===== src/rtl/mips_muldiv_pkg.sv =====
// Shared types and constants for the iterative MIPS multiply/divide unit.
// Pure declarations: no latency or flow control of its own.
package mips_muldiv_pkg;

    typedef enum logic [2:0] {
        MULT  = 3'd0,
        MULTU = 3'd1,
        DIV   = 3'd2,
        DIVU  = 3'd3,
        MTHI  = 3'd4,
        MTLO  = 3'd5
    } muldiv_op_t;

    typedef enum logic [1:0] {
        IDLE = 2'd0,
        RUN  = 2'd1,
        FIX  = 2'd2
    } state_t;

    localparam int MULDIV_WIDTH  = 32;
    localparam int MULDIV_CYCLES = MULDIV_WIDTH + 1;

endpackage


===== src/rtl/mips_muldiv_step.sv =====
// One multiply (shift-add) or restoring-divide (shift-subtract) iteration.
// Purely combinational, zero latency, no flow control.
module mips_muldiv_step #(
    parameter int WIDTH = 32
) (
    input  logic             div_i,
    input  logic [WIDTH-1:0] acc_i,
    input  logic [WIDTH-1:0] aux_i,
    input  logic [WIDTH-1:0] opb_i,
    output logic [WIDTH-1:0] acc_o,
    output logic [WIDTH-1:0] aux_o
);

    logic [WIDTH:0] sum;
    logic [WIDTH:0] shifted;
    logic [WIDTH:0] diff;

    // Multiply: {acc,aux} is the product register, aux LSB is the current multiplier bit.
    // Divide: acc is the remainder, aux shifts dividend bits out and quotient bits in.
    always_comb begin
        sum     = {1'b0, acc_i} + (aux_i[0] ? {1'b0, opb_i} : '0);
        shifted = {acc_i, aux_i[WIDTH-1]};
        diff    = shifted - {1'b0, opb_i};
        if (div_i) begin
            if (!diff[WIDTH]) begin
                acc_o = diff[WIDTH-1:0];
                aux_o = {aux_i[WIDTH-2:0], 1'b1};
            end else begin
                acc_o = shifted[WIDTH-1:0];
                aux_o = {aux_i[WIDTH-2:0], 1'b0};
            end
        end else begin
            acc_o = sum[WIDTH:1];
            aux_o = {sum[0], aux_i[WIDTH-1:1]};
        end
    end

endmodule


===== src/rtl/mips_muldiv_unit.sv =====
// HI/LO registers with a 33-cycle iterative MULT/MULTU/DIV/DIVU; MTHI/MTLO in one cycle.
// start is ignored while busy; the controller must hold the instruction until busy drops.
module mips_muldiv_unit #(
    parameter int WIDTH = 32
) (
    input  logic             clk,
    input  logic             reset,
    input  logic             start,
    input  logic [2:0]       op,
    input  logic [WIDTH-1:0] a,
    input  logic [WIDTH-1:0] b,
    output logic             busy,
    output logic             done,
    output logic [WIDTH-1:0] hi,
    output logic [WIDTH-1:0] lo
);
    import mips_muldiv_pkg::*;

    localparam int CW = $clog2(WIDTH);

    state_t           state_q, state_d;
    logic [CW-1:0]    cnt_q, cnt_d;
    logic             is_div_q, is_div_d;
    logic             neg_q, neg_d;
    logic             rneg_q, rneg_d;
    logic             dz_q, dz_d;
    logic             done_q, done_d;
    logic [WIDTH-1:0] opb_q, opb_d;
    logic [WIDTH-1:0] acc_q, acc_d;
    logic [WIDTH-1:0] aux_q, aux_d;
    logic [WIDTH-1:0] hi_q, hi_d;
    logic [WIDTH-1:0] lo_q, lo_d;

    muldiv_op_t       op_e;
    logic             sgn, a_neg, b_neg;
    logic [WIDTH-1:0] mag_a, mag_b;
    logic [2*WIDTH-1:0] prod;
    logic [WIDTH-1:0] acc_s, aux_s;

    assign op_e = muldiv_op_t'(op);

    mips_muldiv_step #(.WIDTH(WIDTH)) u_step (
        .div_i (is_div_q),
        .acc_i (acc_q),
        .aux_i (aux_q),
        .opb_i (opb_q),
        .acc_o (acc_s),
        .aux_o (aux_s)
    );

    always_comb begin
        state_d  = state_q;
        cnt_d    = cnt_q;
        is_div_d = is_div_q;
        neg_d    = neg_q;
        rneg_d   = rneg_q;
        dz_d     = dz_q;
        done_d   = 1'b0;
        opb_d    = opb_q;
        acc_d    = acc_q;
        aux_d    = aux_q;
        hi_d     = hi_q;
        lo_d     = lo_q;

        sgn   = (op_e == MULT) || (op_e == DIV);
        a_neg = sgn & a[WIDTH-1];
        b_neg = sgn & b[WIDTH-1];
        mag_a = a_neg ? -a : a;
        mag_b = b_neg ? -b : b;
        prod  = neg_q ? -{acc_q, aux_q} : {acc_q, aux_q};

        case (state_q)
            IDLE: begin
                if (start) begin
                    case (op_e)
                        MULT, MULTU, DIV, DIVU: begin
                            state_d  = RUN;
                            cnt_d    = CW'(WIDTH - 1);
                            is_div_d = (op_e == DIV) || (op_e == DIVU);
                            neg_d    = a_neg ^ b_neg;
                            rneg_d   = a_neg;
                            dz_d     = ((op_e == DIV) || (op_e == DIVU)) && (b == '0);
                            acc_d    = '0;
                            aux_d    = mag_a;
                            opb_d    = mag_b;
                        end
                        MTHI:    hi_d = a;
                        MTLO:    lo_d = a;
                        default: ;
                    endcase
                end
            end
            RUN: begin
                acc_d = acc_s;
                aux_d = aux_s;
                cnt_d = cnt_q - 1'b1;
                if (cnt_q == '0) begin
                    state_d = FIX;
                end
            end
            FIX: begin
                state_d = IDLE;
                done_d  = 1'b1;
                // Divide by zero leaves |a| as remainder, so HI naturally recovers a.
                if (is_div_q) begin
                    lo_d = dz_q ? '1 : (neg_q ? -aux_q : aux_q);
                    hi_d = rneg_q ? -acc_q : acc_q;
                end else begin
                    hi_d = prod[2*WIDTH-1:WIDTH];
                    lo_d = prod[WIDTH-1:0];
                end
            end
            default: state_d = IDLE;
        endcase
    end

    always_ff @(posedge clk or posedge reset) begin
        if (reset) begin
            state_q  <= IDLE;
            cnt_q    <= '0;
            is_div_q <= 1'b0;
            neg_q    <= 1'b0;
            rneg_q   <= 1'b0;
            dz_q     <= 1'b0;
            done_q   <= 1'b0;
            opb_q    <= '0;
            acc_q    <= '0;
            aux_q    <= '0;
            hi_q     <= '0;
            lo_q     <= '0;
        end else begin
            state_q  <= state_d;
            cnt_q    <= cnt_d;
            is_div_q <= is_div_d;
            neg_q    <= neg_d;
            rneg_q   <= rneg_d;
            dz_q     <= dz_d;
            done_q   <= done_d;
            opb_q    <= opb_d;
            acc_q    <= acc_d;
            aux_q    <= aux_d;
            hi_q     <= hi_d;
            lo_q     <= lo_d;
        end
    end

    assign busy = (state_q != IDLE);
    assign done = done_q;
    assign hi   = hi_q;
    assign lo   = lo_q;

endmodule


===== config.mk =====
export PLATFORM = sky130hd
export DESIGN_NAME = mips_muldiv_unit
export DESIGN_NICKNAME = d
export VERILOG_FILES = /design/src/rtl/mips_muldiv_pkg.sv /design/src/rtl/mips_muldiv_step.sv /design/src/rtl/mips_muldiv_unit.sv
export SDC_FILE = /design/constraint.sdc
export NUM_CORES = 1
export LEC_CHECK = 0
export CORE_AREA = 4 4 159 161
export CTS_BUF_LIST = sky130_fd_sc_hd__clkbuf_8 sky130_fd_sc_hd__clkbuf_16
export DETAILED_ROUTE_END_ITERATION = 10
export DIE_AREA = 0 0 163 165
export PLACE_DENSITY = 0.9
export SYNTH_ARGS = -nofsm -noshare
export SYNTH_HDL_FRONTEND = slang
export SYNTH_HIERARCHICAL = 1
export SYNTH_SLANG_ARGS = --single-unit

===== constraint.sdc =====
create_clock -name clk -period 15.41 [get_ports clk]
set_clock_uncertainty 0.1 [all_clocks]
set_input_delay 3.082 -clock clk [delete_from_list [all_inputs] [get_ports clk]]
set_output_delay 3.082 -clock clk [all_outputs]
set_load 0.05 [all_outputs]

==> Flow_metrics.wiki <==
{| class="wikitable"
! Metric !! Value
|-
| Run status || complete, no violations
|-
| Count of nets left with antenna violations after detail routing || 0
|-
| Final setup violation count || 0
|-
| Maximum capacitance violations || 0
|-
| Highest cell delay on the worst timing path || 0.65 ns
|-
| Worst reg2reg startpoint || aux_q[0]
|-
| Post-CTS setup buffer count || 0
|-
| Clk network pwr share || 9.3%
|-
| Number of sinks on the clock net || 172
|-
| Unique masters post-synth || 91
|-
| Measured slew at the worst slew-check pin || 1.16 ns
|-
| # IOs || 136
|-
| PD cells || 270 nW/um2
|-
| Die height || 165 um
|-
| TritonCTS clock tree || built
|-
| Register bit total from synthesis || 172
|-
| Depth of the CTS H-tree || 4
|-
| Number of buffers inserted by port buffering || 135
|-
| Capturing element type of the critical path || flop
|-
| Launch instance of the worst min-delay path || lo[15]
|-
| Residual DRC || 0
|-
| R2R depth || 6
|-
| Clk pin slew, worst setup/hold paths || 0.07 ns
|-
| Via count of the first global-routing pass || 14400
|-
| First-pass GRT wire length || 74000 um
|-
| Worst-case clock buffer depth || 2
|-
| Area growth from synthesis to final layout || 13.2%
|-
| Number of gates resized after CTS || 0
|-
| Worst ir drop on vdd || 0.116 mV
|-
| Cell chain of the critical path || clkdlybuf4s50_1 -> nor4_1 -> nand3_1 -> nor3_1 -> nand2_1 -> mux2i_1 -> a211oi_1
|-
| Endpoints failing hold || 0
|-
| Total Neg Setup Slack || 0 ns
|-
| Site Rows || 57
|-
| Aggregate global-route resource usage || 34.0%
|-
| Via density per instance || 6.74
|-
| Largest net degree at the start of global routing || 71
|-
| Fraction of final layout cells with drive strength greater than 1 || 6.73%
|-
| Number of enable flip-flop cells after synthesis || 0
|-
| Total congestion overflow after global routing || 0
|-
| Leak pwr || 6.89 nW
|-
| Library cell contributing the largest single delay on the critical path || nor3_1
|-
| Final #Nets || 2062
|-
| Footprint of the multi-input gates || 10000 um2
|-
| Sequential cell area || 4310 um2
|-
| Per-cell routed wire length || 20.7 um
|-
| Pre-Repair DR Iteration Count || 7
|-
| Async set-reset flop share out of synthesis || 100%
|-
| Total net switching power || 0.00241 W
|-
| Insertion delay of the later-clocked pin in the worst-skew pair || 0.45 ns
|-
| Post-synthesis net count || 2006
|-
| Biggest fanout along the worst timing path || 7
|-
| Number of DRC markers in iteration 0 || 1584
|-
| Share of total power in sequential cells || 22.5%
|-
| Synth area leaders || dfrtp_1, xnor2_1, ha_1, o21ai_0, nand2_1
|-
| Filler cell count || 1923
|-
| Core region area || 24000 um2
|-
| Signal arrival time at the worst endpoint || 5.85 ns
|-
| Worst setup slack after placement || 9.43 ns
|-
| Die area || 26900 um2
|-
| CTS Hold Bufs || 0
|-
| Effective utilization at floorplan || 62.8%
|-
| Max Clock Freq || 179 MHz
|-
| Total routed wirelength || 46600 um
|-
| Sum of net half-perimeters after detailed placement || 34600 um
|-
| Post-synthesis sequential area ratio || 28.6%
|-
| Max transition margin || 22.9%
|-
| Syn. warnings || 6
|-
| Number of buffers created by CTS || 17
|-
| Synthesized area || 15000 um2
|-
| Setup repair after global routing missed its margin || no
|-
| Worst Setup Path Type || primary input to flop
|-
| Cell internal power dissipation || 0.00219 W
|-
| Share of power burned in combinational logic || 68.2%
|-
| Initial antenna violation count || 1
|-
| Hold Crit Depth || 2
|-
| Root buffer cell || clkbuf_16
|-
| Share of the clock period used by the worst path || 36.3%
|-
| Main synth FF type || dfrtp_1
|-
| Worst hold path class || flop to flop
|-
| Min Clock Period, post-route || 5.59 ns
|-
| Sw Ratio || 52.5%
|-
| Crit path from || a[8]
|-
| Startpoint type of the worst setup path || primary input
|-
| Area share of the largest cell type after synthesis || 28.6%
|-
| Number of diodes added for antenna fixing || 0
|-
| Global placement routability congestion || 0.990
|-
| Syn Inst Count || 1864
|-
| Die X-Extent || 163 um
|-
| Number of max-slew violations in the final report || 0
|-
| Vias after detailed routing || 15200
|-
| Cell taking the most area after synthesis || dfrtp_1
|-
| Setup ws final || 9.82 ns
|-
| Syn Area/Cell || 8.07 um2
|-
| WP data required || 15.67 ns
|}
## layout by cell type (no fill, tap or decap), types with 51 or more instances in the layout
cell type	instances
a21oi_1	109
clkdlybuf4s50_1	135
dfrtp_1	171
ha_1	70
inv_1	58
nand2_1	212
nor2_1	108
nor3_1	51
o21ai_0	165
o22ai_1	57
xnor2_1	110
xor2_1	52
## synthesized netlist by cell type (all sizes together), types with 4 or more instances
library cell	instances
o221ai	11
nor2	109
or4	14
nor2b	12
nor3	52
o41ai	14
a211oi	26
a21oi	119
o211a	5
clkbuf	90
mux2i	14
xnor2	110
nand3b	5
a31oi	16
nor3b	4
a21boi	5
and3	12
a22o	30
o22ai	57
a21o	35
dfrtp	172
nor4	35
buf	23
nand3	38
o31a	4
nand2b	15
o21a	9
xor2	52
o31ai	33
or2	10
or3	20
nand4	17
mux2	32
o21bai	10
inv	60
ha	70
a22oi	19
nand2	214
o311ai	7
a211o	5
a2111oi	7
o21ai	179
o211ai	18
and2	38
## sequential cells by signal (all words and copies together), names as in the netlist, 2 cells and up
| register | cells |
|---|---|
| opb_q | 32 |
| lo | 32 |
| acc_q | 32 |
| state_q | 2 |
| aux_q | 32 |
| cnt_q | 5 |
| hi | 32 |
## kinds of logic (layout without fill, tap and decap cells)
kind of cell	Yosys count	count (layout)	share of synthesized area, %
AND/OR/NAND/NOR	608	608	20.0
AO/OA/AOI/OAI	630	630	27.7
adder cells (fa/ha/maj)	72	72	6.09
multiplexers	46	46	3.33
XOR/XNOR	162	162	9.43
buffers and inverters	174	243	4.86
flip-flops	172	172	28.6
## metal layers
layer	part of all wire (%)	track usage, %	up-vias
li1	-	-	6988
met1	39	43.2	7191
met2	46	56.7	862
met3	9.6	6.01	174
met4	4.7	16.0	2
met5	0.015	0	-
## power by group through the flow
stage                     Sequential [W]  Clock, W  Combinational [W]
after global placement           0.00102         0            0.00299
after detailed placement         0.00103         0            0.00306
after CTS                        0.00102  0.000427            0.00308
final                            0.00104  0.000427            0.00313
after global routing             0.00107  0.000447            0.00340
after floorplan                  0.00116         0            0.00218
## per-stage QoR
stage | instance area (um2) | power, W | hold WS (ns) | util (%) | std cells
after global routing | 17000 | 0.00492 | 0.400 | 71.1 | 2257
after global placement | 16400 | 0.00400 | 0.362 | 68.6 | 2225
final | 17000 | 0.00460 | 0.383 | 71.1 | 2257
after floorplan | 15000 | 0.00335 | 0.364 | - | 1864
after detailed placement | 16400 | 0.00409 | 0.369 | 68.6 | 2225
after CTS | 17000 | 0.00453 | 0.385 | 71.1 | 2257
## path summary, 6_finish.rpt
kind                                   to  slack, ns
worst max-delay path            aux_q[25]       9.82
worst min-delay path               lo[15]       0.38
worst max register to register     hi[17]      10.74
worst min register to register     lo[15]       0.38
max in group asynchronous        is_div_q      11.09
min in group asynchronous           lo[3]       2.93
## cell type report
cell class	count	area share, %
clock buffer	17	2.50
clock inverter	15	0.918
inverter	61	1.37
multi-input combinational	1518	58.9
sequential	172	25.3
tap	324	2.38
timing repair buffer	150	8.60
## worst max-delay path, delay by kind of cell
family	cells	cell delay (ns)
simple gates	4	1.83
mux	1	0.15
buf+inv	1	0.55
compound gates	1	0.23
Power figures use the tool's default switching activity.
